## src/rtl/uart_pkg.sv

```systemverilog
// Shared types and constants for the UART receive path (and a later transmitter).
package uart_pkg;

  typedef enum logic [2:0] {IDLE, START, DATA, STOP, BREAK} state_t;

  localparam logic [3:0] SAMPLE_LO  = 4'd7;
  localparam logic [3:0] SAMPLE_MID = 4'd8;
  localparam logic [3:0] SAMPLE_HI  = 4'd9;

  function automatic int unsigned calc_div(int unsigned clk_hz, int unsigned baud,
                                           int unsigned ovs);
    return clk_hz / (baud * ovs);
  endfunction

endpackage

```

## src/rtl/uart_baud_tick.sv

```systemverilog
// Oversample tick generator: one-cycle tick every DIV clocks, restartable via clear.
module uart_baud_tick #(
  parameter int unsigned DIV = 54
) (
  input  logic clk,
  input  logic rst,
  input  logic clear,
  output logic tick
);

  localparam int unsigned W = (DIV > 1) ? $clog2(DIV) : 1;
  localparam logic [W-1:0] LAST = W'(DIV - 1);

  logic [W-1:0] cnt_q;

  always_ff @(posedge clk or negedge rst) begin
    if (!rst) begin
      cnt_q <= '0;
    end else if (clear || tick) begin
      cnt_q <= '0;
    end else begin
      cnt_q <= cnt_q + 1'b1;
    end
  end

  assign tick = !clear && (cnt_q == LAST);

endmodule

```

## src/rtl/uart_rx.sv

```systemverilog
// 8N1 serial receiver with 16x oversampling, 3-sample majority vote and framing-error strobe.
module uart_rx
  import uart_pkg::*;
#(
  parameter int unsigned CLK_HZ = 100000000,
  parameter int unsigned BAUD   = 115200,
  parameter int unsigned OVS    = 16
) (
  input  logic       clk,
  input  logic       rst,
  input  logic       rxd,
  output logic       we,
  output logic [7:0] character,
  output logic       frame_err,
  output logic       busy
);

  localparam int unsigned DIV = calc_div(CLK_HZ, BAUD, OVS);

  logic       sync_q, rxs_q;
  state_t     state_q;
  logic [3:0] sample_q;
  logic [2:0] bit_idx_q;
  logic [7:0] shift_q, char_q;
  logic       s_lo_q, s_mid_q;
  logic       we_q, fe_q, busy_q;

  logic       tick, baud_clear, vote, vote_now;
  logic [3:0] sample_nxt;

  always_ff @(posedge clk or negedge rst) begin
    if (!rst) begin
      sync_q <= 1'b1;
      rxs_q  <= 1'b1;
    end else begin
      sync_q <= rxd;
      rxs_q  <= sync_q;
    end
  end

  // In BREAK the divider only runs while the line is high, so a tick means one full high tick.
  assign baud_clear = (state_q == IDLE) || ((state_q == BREAK) && !rxs_q);

  uart_baud_tick #(
    .DIV(DIV)
  ) u_baud_tick (
    .clk  (clk),
    .rst  (rst),
    .clear(baud_clear),
    .tick (tick)
  );

  // sample_nxt is the tick number being reached now; the vote lands on the 9th tick of a bit.
  assign sample_nxt = sample_q + 4'd1;
  assign vote       = (s_lo_q & s_mid_q) | (s_lo_q & rxs_q) | (s_mid_q & rxs_q);
  assign vote_now   = tick && (sample_nxt == SAMPLE_HI);

  always_ff @(posedge clk or negedge rst) begin
    if (!rst) begin
      state_q   <= IDLE;
      sample_q  <= '0;
      bit_idx_q <= '0;
      shift_q   <= '0;
      char_q    <= '0;
      s_lo_q    <= 1'b1;
      s_mid_q   <= 1'b1;
      we_q      <= 1'b0;
      fe_q      <= 1'b0;
      busy_q    <= 1'b0;
    end else begin
      we_q <= 1'b0;
      fe_q <= 1'b0;
      if (tick) begin
        sample_q <= sample_nxt;
        if (sample_nxt == SAMPLE_LO)  s_lo_q  <= rxs_q;
        if (sample_nxt == SAMPLE_MID) s_mid_q <= rxs_q;
      end
      unique case (state_q)
        IDLE: begin
          if (!rxs_q) begin
            state_q   <= START;
            busy_q    <= 1'b1;
            sample_q  <= '0;
            bit_idx_q <= '0;
          end
        end
        START: begin
          if (vote_now) begin
            if (vote) begin
              state_q <= IDLE;
              busy_q  <= 1'b0;
            end else begin
              state_q   <= DATA;
              bit_idx_q <= '0;
            end
          end
        end
        DATA: begin
          if (vote_now) begin
            shift_q   <= {vote, shift_q[7:1]};
            bit_idx_q <= bit_idx_q + 3'd1;
            if (bit_idx_q == 3'd7) state_q <= STOP;
          end
        end
        STOP: begin
          if (vote_now) begin
            if (vote) begin
              char_q  <= shift_q;
              we_q    <= 1'b1;
              state_q <= IDLE;
              busy_q  <= 1'b0;
            end else begin
              fe_q    <= 1'b1;
              state_q <= BREAK;
            end
          end
        end
        BREAK: begin
          if (tick) begin
            state_q <= IDLE;
            busy_q  <= 1'b0;
          end
        end
        default: begin
          state_q <= IDLE;
          busy_q  <= 1'b0;
        end
      endcase
    end
  end

  assign we        = we_q;
  assign character = char_q;
  assign frame_err = fe_q;
  assign busy      = busy_q;

endmodule
```

## config.mk

```make
export PLATFORM = sky130hd
export DESIGN_NAME = uart_rx
export DESIGN_NICKNAME = d
export VERILOG_FILES = /design/src/rtl/uart_pkg.sv /design/src/rtl/uart_baud_tick.sv /design/src/rtl/uart_rx.sv
export SDC_FILE = /design/constraint.sdc
export NUM_CORES = 1
export LEC_CHECK = 0
export CAP_MARGIN = 20
export CORE_UTILIZATION = 45
export DETAILED_ROUTE_END_ITERATION = 8
export PLACE_DENSITY = 0.63
export SYNTH_ARGS = -nofsm -noshare
export SYNTH_HDL_FRONTEND = slang
export SYNTH_SLANG_ARGS = --single-unit
```

## constraint.sdc

```tcl
create_clock -name clk -period 2.5 [get_ports clk]
set_input_delay 0.5 -clock clk [delete_from_list [all_inputs] [get_ports clk]]
set_output_delay 0.5 -clock clk [all_outputs]
set_load 0.02 [all_outputs]
```

* Word level (Yosys, flattened, before mapping)
Index checks and enable logic that the tools add are counted.
Storage, ports and cells: memories kept 0, bits in read-only memories 0, flip-flop bits (word level) 39, bits in latches 0, logic and storage cells 86, RAM bits 0
Operators by class: reduce and logical (&&, ||, !) cells 17, multiply operators 0, add/subtract/negate cells 3, shifts and indexed selects 0, equality and inequality tests 18, mux-type cells 29, order comparisons 0, divide/modulo/power cells 0, bitwise logic cells 6
Operators by type and width (count):
- 3-bit two-way mux | 11
- 3-bit one-hot mux with 5 select lines | 1
- 2-bit != test, second input constant | 7
- 4-bit two-way mux | 3
- 1-bit two-way mux | 10
- 5-bit AND reduction | 2
- 3-bit one-hot mux with 3 select lines | 1
- 4-bit == test, second input constant | 2
- 6-bit by 1-bit adder with 6-bit output, second input constant | 1
- 3-bit by 2-bit == test with 1-bit output, second input constant | 2
- 3-bit == test, second input constant | 2
- 6-bit == test, second input constant | 1
- 6-bit two-way mux | 1
- 2-bit AND reduction | 3
- 6-bit AND reduction | 1
- 4-bit by 1-bit adder with 4-bit output, second input constant | 1
- 4-bit by 3-bit == test with 1-bit output, second input constant | 1
- 2-bit by 1-bit != test with 1-bit output, second input constant | 2
- 1-bit one-hot mux with 4 select lines | 1
- 3-bit by 1-bit adder with 3-bit output, second input constant | 1
- 1-bit AND | 3
- 3-bit by 1-bit == test with 1-bit output, second input constant | 1
- 1-bit logical AND | 3
- 3-bit logical NOT | 1
- other kinds (8) | 11

* Longest topological paths before layout
Gate-level depths: netlist of run 1.
word-level depth 8, gate-level depth with buffers 8, mapped depth without buffers 7

* Modules after synthesis
A second synthesis of run 1 with hierarchy kept.
Unflattened totals: cells, all modules 155, area, all modules 1873.0 um^2
By module, submodules not included:
- uart_rx | area an instance 1582.8 um^2, instances 1, cells each 128
- uart_baud_tick | area an instance 290.3 um^2, instances 1, cells each 27

* Least setup slack after synthesis of run 1
OpenSTA, ideal clock, no wires.
path kind register to register, from register sample_q[0], to register state_q[1], library setup time 0.125 ns, period minus slack after synthesis 1.921 ns, slack 0.579 ns, buffers on the path 0, cell stages (with the launch flop) 6, data arrival time 1.796 ns, path through dfrtp_1 ha_1 nor3b_2 a32oi_2 and2b_2 mux2_2
On the way: word-level cells in the longest chain between the ends 5, elaborated cells on any way between the ends 7, classes of those cells 1 x add/sub; 4 x eq/ne; 2 x reduce/logical
RTL lines:
- from (decl) | line uart_rx.sv:22 | logic [3:0] sample_q;
- from (signal assigned) | line uart_rx.sv:74 | sample_q <= sample_nxt;
- 4-bit by 1-bit adder with 4-bit output * | line uart_rx.sv:54 | assign sample_nxt = sample_q + 4'd1;
- 4-bit == test * | line uart_rx.sv:56 | assign vote_now = tick && (sample_nxt == SAMPLE_HI);
- 1-bit logical AND * | line uart_rx.sv:56
- 2-bit != test (no source line)
- 6-bit AND reduction (no source line) *
- to (signal assigned) | line uart_rx.sv:60 | state_q <= IDLE;
- to (signal assigned) | line uart_rx.sv:81 | state_q <= START;
- to (signal assigned) | line uart_rx.sv:90 | state_q <= IDLE;
- to (decl) | line uart_rx.sv:21 | state_t state_q;
Mark *: on every way between the ends. The rest lies on a longest branch, timed or not. A chain may end at the register's enable or synchronous reset.

* Final worst setup path of run 1
from register sample_q[1], to register shift_q[3]
On the way: word-level cells in the longest chain between the ends 4
RTL lines:
- 4-bit by 1-bit adder with 4-bit output | line uart_rx.sv:54
- 4-bit == test | line uart_rx.sv:56
- 1-bit logical AND | line uart_rx.sv:56
- 2-bit AND reduction (no source line)
- to (signal assigned) | line uart_rx.sv:100 | shift_q <= {vote, shift_q[7:1]};
- to (decl) | line uart_rx.sv:24 | logic [7:0] shift_q, char_q;
No other way between the ends.

==> flow_summary.yaml, run 1 <==
timing:
  finClkSkew_ns: 0.0136
  slew_viol_final: 0
  slew_headroom: 0.438
  fin_tns_setup_ns: 0
  final_hold_viol_count: 0
  worst_pin_slew_ns: 0.844
  finalSetupViolCount: 0
  period_needed_ns: 2.25
  period_share: 0.899
  max_freq_mhz: 445
  rsz0062_at_grt: "false"
detailed_routing:
  vias: 1194
  drt-wirelength-per-cell_um: 14.0
  ant_nets: 0
  drtIter0Drc: 53
  drc: 0
  firstDrtPassIters: 4
  totalWireLength_um: 3180
  vias_per_cell: 5.26
power_and_ir_drop:
  power.switching_mw: 0.236
  internal-power_mw: 0.933
  ir_drop_uv: 374
  pwr-share-clk: 0.443
  p_sw_frac: 0.202
  share_comb_of_total_power: 0.013
  p_seq_frac: 0.544
  power.density_nw_per_um2: 540
  p_leak_nw: 0.995
logic_synthesis:
  ys_warn_count: 0
  syn_area_sq_um: 1890
  synth.distinct_cells: 36
  synth_nets: 171
  synth.avg_cell_area_sq_um: 11.8
  ys_seq_area_frac: 0.520
  synth_cells: 160
  ys_ff_latch: 39
cells_and_area:
  antenna_cells: 0
  mostFrequentLayoutCells: "dfrtp_1 (35), mux2_2 (21), nor2_1 (17)"
  final_common_cell: "dfrtp_1"
  synthToLayoutAreaGrowth_pct: 14.7
  drive_gt1_frac: 0.249
  final_cells: 227
  num-nets-final: 187
critical_path:
  critical_path_buf_inv_count: 1
  cp_slowest_cell: "dfrtp_1"
  critPathKind: "reg2reg"
  max_stage_delay_ns: 0.46
  crit_family: "simple AND/OR/NAND/NOR gates"
  worstPathMaxFanout: 7
  crit_path_cell_trace: "ha_1 > nor3b_2 > a32oi_2 > nor4_4 > buf_4 > mux2_2"
  cp.required_ns: 2.68
  crit_arrival_ns: 2.42
  worstSetupEndpointType: "flop"
  cp-start-kind: "flop"
grt:
  grt_max_degree: 40
  grt_usage: 0.172
  gr-total-overflow: 0
  first_global_vias: 1171
  grt_pass1_wl_um: 5500
  antenna_found_initial: 0
clock_network:
  clock_latency_ns: 0.30
  numCtsBuffers: 5
  postCtsSetupBuffers: 0
  clock_sinks: 39
  tritoncts: "yes"
  clockBufferDepth: 2
  htreeDepth: 2
  clk_pin_slew_ns: 0.08
  clockRootBuffer: "clkbuf_8"
  post_cts_resize_count: 0
  cts_hold_buf: 0
placed_design:
  portBuffers: 13
  dp_hpwl_um: 2240
  finalWeightedCongestion: 0.779
  placed_cells: 219
die:
  die_h_um: 66.8
  ios: 14
  die_w_um: 66.8
  core_sq_um: 4000
  dieArea_sq_um: 4460
  rows: 23
  start_util: 0.472
status:
  status: "complete, no violations"
run:
  maxCapViolCount: 0
worst_hold_path:
  holdCritPathClass: "in2async"
==> cell type report <==
type                       count  area, sq um
inverter                       5         18.8
sequential                    39          981
timing repair buffer          14          133
fill                         351         1840
clock inverter                 3         43.8
tap                           50         62.6
multi-input combinational    111          856
clock buffer                   5         68.8
==> stage by stage <==
step	setup WS [ns]	hold WS, ns	util	area (sq um)	power (mW)
floorplan	0.579	0.204	-	1890	0.649
global placement	0.334	0.346	0.513	2050	0.664
detailed placement	0.268	0.352	0.513	2050	0.665
CTS	0.241	0.329	0.541	2160	1.19
global route	0.0854	0.365	0.541	2160	1.21
finish	0.253	0.300	0.541	2160	1.17
==> power groups by stage <==
stage | combinational, mW | sequential [mW] | clock [mW]
after CTS | 0.0164 | 0.636 | 0.540
final | 0.0150 | 0.636 | 0.518
after global placement | 0.0156 | 0.648 | 0
after detailed placement | 0.0163 | 0.648 | 0
after global routing | 0.0181 | 0.637 | 0.555
after floorplan | 0.00340 | 0.646 | 0
==> path summary, 6_finish.rpt <==
check	slack, ns	from	end	cells past startpoint
max	0.25	sample_q[1]$_DFF_PN0_	shift_q[3]$_DFFE_PN0P_	6
min	0.30	rst	we$_DFF_PN0_	1
max reg2reg	0.25	sample_q[1]$_DFF_PN0_	shift_q[3]$_DFFE_PN0P_	6
min reg2reg	0.36	sync_q$_DFF_PN1_	rxs_q$_DFF_PN1_	0
max in group asynchronous	1.65	rst	sample_q[0]$_DFF_PN0_	1
min in group clk	0.36	sync_q$_DFF_PN1_	rxs_q$_DFF_PN1_	0
==> state kept, by name, indices dropped and copies added, names as in the netlist <==
register and cells:
bit_idx_q 3, character 8, frame_err 1, rxs_q 1
we 1, s_mid_q 1, busy 1, state_q 3
u_baud_tick.cnt_q 6, sync_q 1, sample_q 4, shift_q 8
s_lo_q 1
==> synthesized netlist by cell type, drive strengths merged <==
master / number / area [sq um]
o22ai: 2 / 12.5
buf: 5 / 31.3
dfrtp: 35 / 876
and3b: 1 / 8.76
and2b: 2 / 17.5
a22o: 2 / 17.5
a32oi: 1 / 16.3
inv: 5 / 18.8
xnor2: 4 / 35.0
nor3: 6 / 30.0
a21bo: 1 / 10.0
a211o: 2 / 18.8
nand2b: 3 / 18.8
nand2: 10 / 37.5
a21oi: 4 / 20.0
o21a: 2 / 15.0
nor2: 18 / 75.1
nor4: 2 / 27.5
a211oi: 1 / 7.51
nand3b: 1 / 7.51
xor2: 4 / 35.0
nand3: 7 / 35.0
ha: 8 / 100
mux2i: 1 / 10.0
and3: 3 / 18.8
mux2: 21 / 236
and2: 1 / 6.26
maj3: 1 / 10.0
dfstp: 4 / 105
nor3b: 1 / 12.5
o31ai: 1 / 7.51
a21o: 1 / 8.76
==> cells by family after synthesis <==
kind of cell	after synthesis	share of synthesized area
AND/OR/NAND/NOR	55	0.157
flip-flops	39	0.520
multiplexers	22	0.131
AO/OA/AOI/OAI	17	0.0710
buffers and inverters	10	0.0265
adder cells (fa/ha/maj)	9	0.0584
XOR/XNOR	8	0.0371
==> metal layers <==
layer / wire length [um] / vias to the layer above / track usage
li1: - / 584 / -
met1: 1460 / 589 / 0.219
met2: 1560 / 14 / 0.268
met3: 82 / 7 / 0.0411
met4: 73 / 0 / 0.0957
met5: 0 / - / 0
(Power assumes the default switching activity.)
==> run 2, diff against run 1 <==
--- a/config.mk
+++ b/config.mk
@@ -6,9 +6,10 @@
 export NUM_CORES = 1
 export LEC_CHECK = 0
 export CAP_MARGIN = 20
-export CORE_UTILIZATION = 45
+export CORE_UTILIZATION = 28
 export DETAILED_ROUTE_END_ITERATION = 8
-export PLACE_DENSITY = 0.63
+export MAX_ROUTING_LAYER = met4
+export PLACE_DENSITY = 0.43
 export SYNTH_ARGS = -nofsm -noshare
 export SYNTH_HDL_FRONTEND = slang
 export SYNTH_SLANG_ARGS = --single-unit
==> run 2 against run 1 <==
Effect of this change:
- register-to-register slack better by 0.098 ns
- core utilization down 20 points
- die area up 59%
- highest routed layer unchanged
- combinational power up 3%
- routed wire length up 12%
- power up 3.9%
- count of clock-buffer cells in the layout up 1
- critical endpoint is now shift_q[7]$_DFFE_PN0P_
- cell area up 2.0%
==> flow_summary.yaml, run 2 (synthesis results as in run 1) <==
timing:
  rsz0062_at_grt: "false"
  period_share: 0.860
  slew_viol_final: 0
  finClkSkew_ns: 0.00789
  slew_headroom: 0.410
  max_freq_mhz: 465
  finalSetupViolCount: 0
  timing.final.ws_setup_ns: 0.351
  fin_tns_setup_ns: 0
  final_hold_viol_count: 0
  period_needed_ns: 2.15
  worst_pin_slew_ns: 0.884
critical_path:
  critical_path_buf_inv_count: 1
  worstPathMaxFanout: 11
  worstSetupEndpointType: "flop"
  cp.depth: 6
  cp-start-kind: "flop"
  crit_family: "flip-flops"
  crit_end: "shift_q[7]$_DFFE_PN0P_"
  critPathKind: "reg2reg"
  r2r_cells: 6
  r2r_end: "shift_q[7]$_DFFE_PN0P_"
  crit_path_cell_trace: "ha_1 > nor3b_2 > a32oi_2 > nor4_4 > buf_4 > mux2_2"
  max_stage_delay_ns: 0.47
  cp.required_ns: 2.67
  crit_arrival_ns: 2.32
  startpoint: "sample_q[1]$_DFF_PN0_"
  r2r_slack_ns: 0.35
  r2r_start: "sample_q[1]$_DFF_PN0_"
  cp_slowest_cell: "dfrtp_1"
detailed_routing:
  vias: 1203
  firstDrtPassIters: 4
  drc: 0
  ant_nets: 0
  vias_per_cell: 4.74
  drtIter0Drc: 30
  drt-wirelength-per-cell_um: 14.1
  totalWireLength_um: 3570
die:
  start_util: 0.294
  die_w_um: 84.1
  dieArea_sq_um: 7070
  core_sq_um: 6420
  die_h_um: 84.1
  rows: 29
  ios: 14
clock_network:
  post_cts_resize_count: 0
  postCtsSetupBuffers: 0
  clockBufferDepth: 2
  clock_sinks: 39
  tritoncts: "yes"
  clockRootBuffer: "clkbuf_8"
  numCtsBuffers: 5
  clock_latency_ns: 0.29
  cts_hold_buf: 0
  clk_pin_slew_ns: 0.08
  htreeDepth: 2
placed_design:
  placed_cells: 246
  dp_hpwl_um: 2480
  post-place-ws_ns: 0.358
  place_area_sq_um: 2080
  portBuffers: 13
  finalWeightedCongestion: 0.810
power_and_ir_drop:
  p_total_mw: 1.21
  p_leak_nw: 0.999
  power.density_nw_per_um2: 550
  ir_drop_uv: 285
cells_and_area:
  mostFrequentLayoutCells: "dfrtp_1 (35), mux2_2 (21), nor2_1 (17)"
  final_cells: 254
  antenna_cells: 0
  num-nets-final: 187
  design_area_sq_um: 2210
  drive_gt1_frac: 0.249
  synthToLayoutAreaGrowth_pct: 16.9
  final_common_cell: "dfrtp_1"
run:
  maxCapViolCount: 0
grt:
  first_global_vias: 1300
  grt_max_degree: 40
  grt_pass1_wl_um: 6350
  gr-total-overflow: 0
  grt_usage: 0.117
  antenna_found_initial: 0
worst_hold_path:
  holdCritPathClass: "in2async"
status:
  status: "complete, no violations"
## run 2: cell type report
class / count / area (sq um)
Sequential cell: 39 / 981
Inverter: 5 / 18.8
Fill cell: 630 / 4220
Clock inverter: 2 / 38.8
Clock buffer: 6 / 82.6
Tap cell: 77 / 96.3
Multi-Input combinational cell: 111 / 856
Timing Repair Buffer: 14 / 133
## run 2: where the power goes
part           internal [mW]  switching [mW]  leakage, nW
clock                  0.328           0.234       0.0618
combinational        0.00270          0.0128        0.426
sequential             0.633         0.00268        0.511
## run 2: worst register-to-register path: cells and delay by family (launching register included)
kind,cells,cell delay [ns]
AO/OA/AOI/OAI,1,0.26
buffers and inverters,1,0.23
AND/OR/NAND/NOR,2,0.44
adder cells (fa/ha/maj),1,0.29
flip-flops,1,0.47
multiplexers,1,0.35
## run 2: worst min path at each step
| stage | endpoint | cells after the start | startpoint | slack (ns) |
|---|---|---|---|---|
| 4_1_cts | we$_DFF_PN0_ | 1 | rst | 0.36 |
| 3_5_place_dp | rxs_q$_DFF_PN1_ | 0 | sync_q$_DFF_PN1_ | 0.35 |
| 6_report | sample_q[3]$_DFF_PN0_ | 1 | rst | 0.32 |
| 3_3_place_gp | rxs_q$_DFF_PN1_ | 0 | sync_q$_DFF_PN1_ | 0.35 |
| 5_1_grt | rxs_q$_DFF_PN1_ | 0 | sync_q$_DFF_PN1_ | 0.37 |
| 2_1_floorplan | bit_idx_q[0]$_DFFE_PN0P_ | 0 | rst | 0.20 |
## run 2: stage by stage
step	hold WS (ns)	utilization
after floorplan	0.204	-
after global placement	0.349	0.325
after detailed placement	0.351	0.325
after global routing	0.368	0.343
after CTS	0.356	0.343
final	0.323	0.343
## run 2: metal layers
| layer | up-vias | global-route usage | wire length [um] |
|---|---|---|---|
| met5 | - | - | 0 |
| met2 | 15 | 0.191 | 1760 |
| met3 | 5 | 0.0247 | 85 |
| met4 | 0 | 0.0423 | 40 |
| li1 | 587 | - | - |
| met1 | 596 | 0.143 | 1690 |
==> run 3, diff against run 2 <==
--- a/config.mk
+++ b/config.mk
@@ -6,6 +6,7 @@
 export NUM_CORES = 1
 export LEC_CHECK = 0
 export CAP_MARGIN = 20
+export CORE_ASPECT_RATIO = 0.8
 export CORE_UTILIZATION = 28
 export DETAILED_ROUTE_END_ITERATION = 8
 export MAX_ROUTING_LAYER = met4
==> run 3 against run 2 <==
Effect of this change:
- first-iteration DRC count is 3.3% lower
- sequential cell count unchanged
- highest routed layer unchanged
- setup slack got worse by 0.0065 ns
- register-to-register slack hardly changed
- critical path depth is the same
- clock power decreased by 8.2%
- critical path type unchanged
- power fell by 3.7%
- critical endpoint is now shift_q[0]$_DFFE_PN0P_
- die area barely moved
- fmax shrank 0.30%
- sequential power barely moved
==> flow_summary.yaml, run 3 (synthesis results as in run 1) <==
clock_network:
  clockBufferDepth: 2
  clockRootBuffer: "clkbuf_8"
  postCtsSetupBuffers: 0
  clock_sinks: 39
  post_cts_resize_count: 0
  numCtsBuffers: 5
  clock_latency_ns: 0.29
  cts_hold_buf: 0
  tritoncts: "yes"
  htreeDepth: 2
  clk_pin_slew_ns: 0.08
grt:
  met1_usage: 0.160
  grt-busiest-layer: "met1"
  met3_usage: 0.0299
  grt_max_degree: 40
  first_global_vias: 1118
  grt_pass1_wl_um: 5640
  antenna_found_initial: 0
  gr-total-overflow: 0
  grt_usage: 0.110
  met2_usage: 0.144
power_and_ir_drop:
  power.density_nw_per_um2: 530
  share_comb_of_total_power: 0.013
  ir_drop_uv: 247
  p_sw_frac: 0.202
  power.switching_mw: 0.236
  pwr-share-clk: 0.442
  p_seq_frac: 0.544
  internal-power_mw: 0.933
  p_leak_nw: 0.995
critical_path:
  crit_path_cell_trace: "ha_1 > mux2i_1 > a32oi_2 > nor4_4 > buf_4 > mux2_2"
  critPathKind: "reg2reg"
  crit_arrival_ns: 2.33
  r2r_slack_ns: 0.34
  cp.required_ns: 2.67
  worstPathMaxFanout: 11
  max_stage_delay_ns: 0.47
  r2r_cells: 6
  crit_family: "multiplexers"
  worstSetupEndpointType: "flop"
  cp-start-kind: "flop"
  r2r_start: "sample_q[1]$_DFF_PN0_"
  cp_slowest_cell: "dfrtp_1"
  r2r_end: "shift_q[0]$_DFFE_PN0P_"
  critical_path_buf_inv_count: 1
placed_design:
  finalWeightedCongestion: 0.827
  placed_cells: 253
  portBuffers: 13
  dp_hpwl_um: 2520
die:
  ios: 14
  die_h_um: 75.4
  die_w_um: 93.8
  dieArea_sq_um: 7070
  rows: 26
  core_sq_um: 6440
  start_util: 0.293
cells_and_area:
  multiInputGateArea_sq_um: 856
  regArea_sq_um: 981
  mostFrequentLayoutCells: "dfrtp_1 (35), mux2_2 (21), nor2_1 (17)"
  final_cells: 261
  antenna_cells: 0
  num-nets-final: 187
  fillerInstances: 662
  drive_gt1_frac: 0.249
  final_common_cell: "dfrtp_1"
  synthToLayoutAreaGrowth_pct: 16.9
detailed_routing:
  vias_per_cell: 4.54
  vias: 1184
  firstDrtPassIters: 4
  ant_nets: 0
  drtIter0Drc: 29
  drc: 0
  drt-wirelength-per-cell_um: 13.1
  totalWireLength_um: 3420
timing:
  worst_pin_slew_ns: 0.876
  worst_hold_slack_ns: 0.328
  finClkSkew_ns: 0.00830
  period_needed_ns: 2.16
  period_share: 0.862
  final_hold_viol_count: 0
  rsz0062_at_grt: "false"
  slew_viol_final: 0
  finalSetupViolCount: 0
  max_freq_mhz: 464
  slew_headroom: 0.416
  fin_tns_setup_ns: 0
status:
  status: "complete, no violations"
run:
  maxCapViolCount: 0
worst_hold_path:
  holdCritPathClass: "in2async"
## run 3: layer usage
metal,vias up,routed length (um)
met5,-,0
met2,7,1400
met3,5,76
li1,592,-
met1,580,1910
met4,0,38
## run 3: worst max-delay path by stage
| stage | start | endpoint | slack, ns | cells past startpoint |
|---|---|---|---|---|
| floorplan | sample_q[0]$_DFF_PN0_ | state_q[1]$_DFFE_PN0P_ | 0.58 | 5 |
| global placement | sample_q[1]$_DFF_PN0_ | shift_q[6]$_DFFE_PN0P_ | 0.40 | 6 |
| detailed placement | sample_q[1]$_DFF_PN0_ | shift_q[5]$_DFFE_PN0P_ | 0.34 | 6 |
| CTS | sample_q[1]$_DFF_PN0_ | shift_q[1]$_DFFE_PN0P_ | 0.33 | 6 |
| global route | sample_q[1]$_DFF_PN0_ | shift_q[0]$_DFFE_PN0P_ | 0.18 | 6 |
| finish | sample_q[1]$_DFF_PN0_ | shift_q[0]$_DFFE_PN0P_ | 0.34 | 6 |
## run 3: cell type report
class	count	area share
Sequential cell	39	0.445
Inverter	5	0.00851
Timing Repair Buffer	14	0.0601
Tap cell	84	0.0476
Clock inverter	3	0.0199
Multi-Input combinational cell	111	0.388
Clock buffer	5	0.0312
## run 3: worst reg2reg max path: cells and delay by family (launching register included)
family,cells,cell delay [ns]
mux,2,0.67
flops,1,0.47
fa+ha+maj,1,0.29
buf+inv,1,0.23
compound gates,1,0.20
simple gates,1,0.19
## run 3: through the flow
stage	util	instance area, sq um	setup WS (ns)	power (mW)
global route	0.342	2210	0.178	1.23
floorplan	-	1890	0.579	0.649
detailed placement	0.325	2090	0.342	0.665
CTS	0.342	2210	0.329	1.20
finish	0.342	2210	0.344	1.17
global placement	0.325	2090	0.397	0.665
## run 3: power groups by stage
stage / clock [mW] / combinational, mW / sequential, mW
after floorplan: 0 / 0.00340 / 0.646
after global placement: 0 / 0.0166 / 0.648
after detailed placement: 0 / 0.0169 / 0.649
after CTS: 0.544 / 0.0169 / 0.636
after global routing: 0.572 / 0.0188 / 0.637
final: 0.517 / 0.0154 / 0.636
==> variant 1: new RTL, config.mk and constraints of run 2 <==
The 5 states of `state_t` get a Gray code encoding in 3 bits.
--- a/src/rtl/uart_pkg.sv
+++ b/src/rtl/uart_pkg.sv
@@ -2,5 +2,5 @@
 package uart_pkg;
 
-  typedef enum logic [2:0] {IDLE, START, DATA, STOP, BREAK} state_t;
+  typedef enum logic [2:0] {IDLE = 3'b000, START = 3'b001, DATA = 3'b011, STOP = 3'b010, BREAK = 3'b110} state_t;
 
   localparam logic [3:0] SAMPLE_LO  = 4'd7;
Check against the original RTL: no difference found for any inputs over 10 cycles, from zero or initial values and one cycle with rst low; not proved beyond that.
==> variant 1 against run 2 <==
- first-iteration DRC count grew 50%
- via count grew 5.2%
- sequential cell count unchanged
- worst setup slack hardly changed
- clock skew up 0.0038 ns
- area after synthesis up 6.2%
- total power down 0.72%
- wire length is 3.0% higher
- count of clock-buffer cells in the layout unchanged
- cell area up 6.1%
- sequential share of layout area fell by 2.5 points
- largest power group unchanged
==> variant 1: results (changes against run 2) <==
| Metric | Value |
|---|---|
| Outcome | `complete, no violations` |
| Worst path top cell family by delay | `simple AND/OR/NAND/NOR gates` |
| Fraction of met2 tracks used by global routing | `16.5% (-2.6 points)` |
| Relative slew slack | `42.8% (+1.7 points)` |
| Number of global-route vias before repair | `1242 (-4.5%)` |
| Global-route wire length before repair | `6220 um (-2.1%)` |
| WL/cell | `13.1 um (-7.2%)` |
| Routed length on met1 | `1840 um (+9.0%)` |
| Post-route clock skew | `0.0117 ns (+0.00377 ns)` |
| Routed length on met3 | `135 um (+59%)` |
| Met1 global-route usage | `15.1% (+0.83 points)` |
| Vias per inst | `4.49 (-5.3%)` |
| Final weighted congestion in routability-driven placement | `0.850 (+4.9%)` |
| Final Hold Slack | `0.305 ns (-0.0174 ns)` |
| Vias after detailed routing | `1265 (+5.2%)` |
| DRT iter0 DRCs | `45 (+50%)` |
| R2R setup slack | `0.35 ns (about the same)` |
| Net count reported at finish | `196 (+4.8%)` |
| Total Routing Usage GR | `11.3% (-0.39 points)` |
| Maximum VDD drop | `0.196 mV (-31%)` |
| Combinational Power | `0.0166 mW (+7%)` |
| Minimum period implied by the final worst setup slack | `2.15 ns (+0.000196 ns)` |
| Largest cells by area after synthesis | `dfrtp_1, mux2_4, dfstp_2` |
| Yosys cell types | `46 (+28%)` |
| Sequential share of the synthesized area | `49.0% (-3.0 points)` |
variant 1: changes by cell type in the layout (fill, tap and decap cells not counted), sizes merged, moves of 3 or more:
| cell | run 2 | this run |
|---|---|---|
| nand2 | 10 | 17 |
| nor2 | 18 | 12 |
| mux2 | 21 | 17 |
| mux2i | 1 | 4 |
| nor2b | 0 | 3 |
| o21ai | 0 | 3 |
variant 1: logic make-up (layout without fill, tap and decap cells):
logic type | Yosys count | count (layout) | synth area share, %
XOR/XNOR | 10 | 10 | 4.75
flip-flops | 39 | 39 | 49.0
AND/OR/NAND/NOR | 61 | 61 | 17.9
AO/OA/AOI/OAI | 18 | 18 | 6.87
adder cells (fa/ha/maj) | 9 | 9 | 5.50
buffers and inverters | 9 | 28 | 3.00
multiplexers | 21 | 21 | 13.1
variant 1: cell type report:
cell class | count | area (um^2)
clock buffer | 6 | 82.6
clock inverter | 2 | 35.0
fill | 683 | 4530
inverter | 5 | 18.8
multi-input combinational | 119 | 962
sequential | 39 | 981
tap | 96 | 120
timing repair buffer | 15 | 140
==> variant 2: new RTL, flow settings as in run 2 <==
Without the edit above. The parameter `OVS` goes from 16 to 64.
--- a/src/rtl/uart_rx.sv
+++ b/src/rtl/uart_rx.sv
@@ -5,5 +5,5 @@
   parameter int unsigned CLK_HZ = 100000000,
   parameter int unsigned BAUD   = 115200,
-  parameter int unsigned OVS    = 16
+  parameter int unsigned OVS    = 64
 ) (
   input  logic       clk,
Formal check against the unedited RTL: same outputs for any inputs over 10 cycles, from zero or initial values and one cycle with rst low; that may be too few to reach the edited logic, so the function may still have changed.
==> variant 2 against run 2 <==
- area after synthesis fell by 7.0%
- critical path type unchanged
- worst setup slack got worse by 0.098 ns
- maximum frequency fell by 4.4%
- cell area fell by 5.8%
- largest power group unchanged
- non-clock buffer count rose by 1
- die area fell by 6.9%
- wire length fell by 6.7%
- sequential cell count fell by 2
- synthesized cell count fell by 5.6%
- largest cell class unchanged
- total power fell by 6.1%
- final cell count fell by 4.3%
==> variant 2: results (changes against run 2) <==
| Metric | Value |
|---|---|
| DRT iter0 DRCs | `62 (+110%)` |
| Signal buf overhead | `6.75% (+0.73 points)` |
| Final-layout fill cell count | `578 (-8.3%)` |
| Syn Inst Count | `151 (-5.6%)` |
| Met1 global-route usage | `16.3% (+2.0 points)` |
| RR Startpoint | `sample_q[0]` |
| Maximum VDD drop | `0.309 mV (+8.3%)` |
| Yosys cell types | `33 (-8.3%)` |
| Placed cell count | `235 (-4.5%)` |
| Vias per inst | `4.72 (-0.25%)` |
| Outcome | `complete, no violations` |
| Final weighted congestion in routability-driven placement | `0.746 (-8.0%)` |
| Post-synth top cells | `dfrtp_1, mux2_2, nor2_1, nand2_1, ha_1` |
| Combined area of the multi-input logic cells | `774 um^2 (-9.5%)` |
| Relative slew slack | `44.7% (+3.7 points)` |
| WL/cell | `13.7 um (-2.5%)` |
| Share of cell area taken by muxes after synthesis | `12.2% (-0.87 points)` |
| Power Internal | `0.902 mW (-6.5%)` |
| Multi-Input Combinational | `102 (-8.1%)` |
| Count of plain and timing-repair buffers | `15 (+1)` |
| Clock power share | `45.8% (-0.5 points)` |
| DPL Wire Length | `2330 um (-5.9%)` |
| Static Leak | `0.943 nW (-5.5%)` |
| Fraction of final layout cells sized beyond drive strength 1 | `23.2% (-1.6 points)` |
| CP Capture Point | `shift_q[1]` |
| Net count reported at finish | `178 (-4.8%)` |
| Inverter count | `6 (+1)` |
| Arrival time reported for the critical path endpoint | `2.42 ns (+0.10 ns)` |
| Flip-flop and latch count | `37 (-5.1%)` |
| Met2 wire length | `1500 um (-15%)` |
| Worst Setup Slack post-DPL | `0.263 ns (-0.0951 ns)` |
| Sequential share of the synthesized area | `53.1% (+1.1 points)` |
| Routed length on met3 | `94 um (+11%)` |
| Area fraction in compound gates after synthesis | `7.99% (+0.89 points)` |
| Final Hold Slack | `0.301 ns (-0.0217 ns)` |
| Final-layout clock-cell area share | `5.54% (+0.040 points)` |
| Post-route clock skew | `0.00935 ns (+0.00146 ns)` |
[variant 2: changes by cell type in the layout (fill, tap and decap cells not counted), sizes merged, moves of 3 or more]
cell    before  now
a21oi        4    7
nand2       10   13
nand2b       3    0
nand3        7    3
nor2        18   15
nor3         6    0
nor4         2    7
[variant 2: metrics by stage]
step	total power [mW]	util [%]	area, um^2
2_1_floorplan	0.616	-	1750
3_3_place_gp	0.631	32.7	1960
3_5_place_dp	0.632	32.7	1960
4_1_cts	1.16	34.7	2080
5_1_grt	1.19	34.7	2080
6_report	1.14	34.7	2080
[variant 2: critical path: stages, from the launching register on]
cell	delay, ns
dfrtp_1	0.45
ha_1	0.29
or2_2	0.32
o21ai_2	0.09
a21oi_2	0.14
nor4_2	0.24
buf_4	0.24
mux2_2	0.35
[variant 2: logic make-up after synthesis]
logic type | after synthesis
compound gates | 19
flops | 37
mux | 19
fa+ha+maj | 8
buf+inv | 12
xor+xnor | 8
simple gates | 48
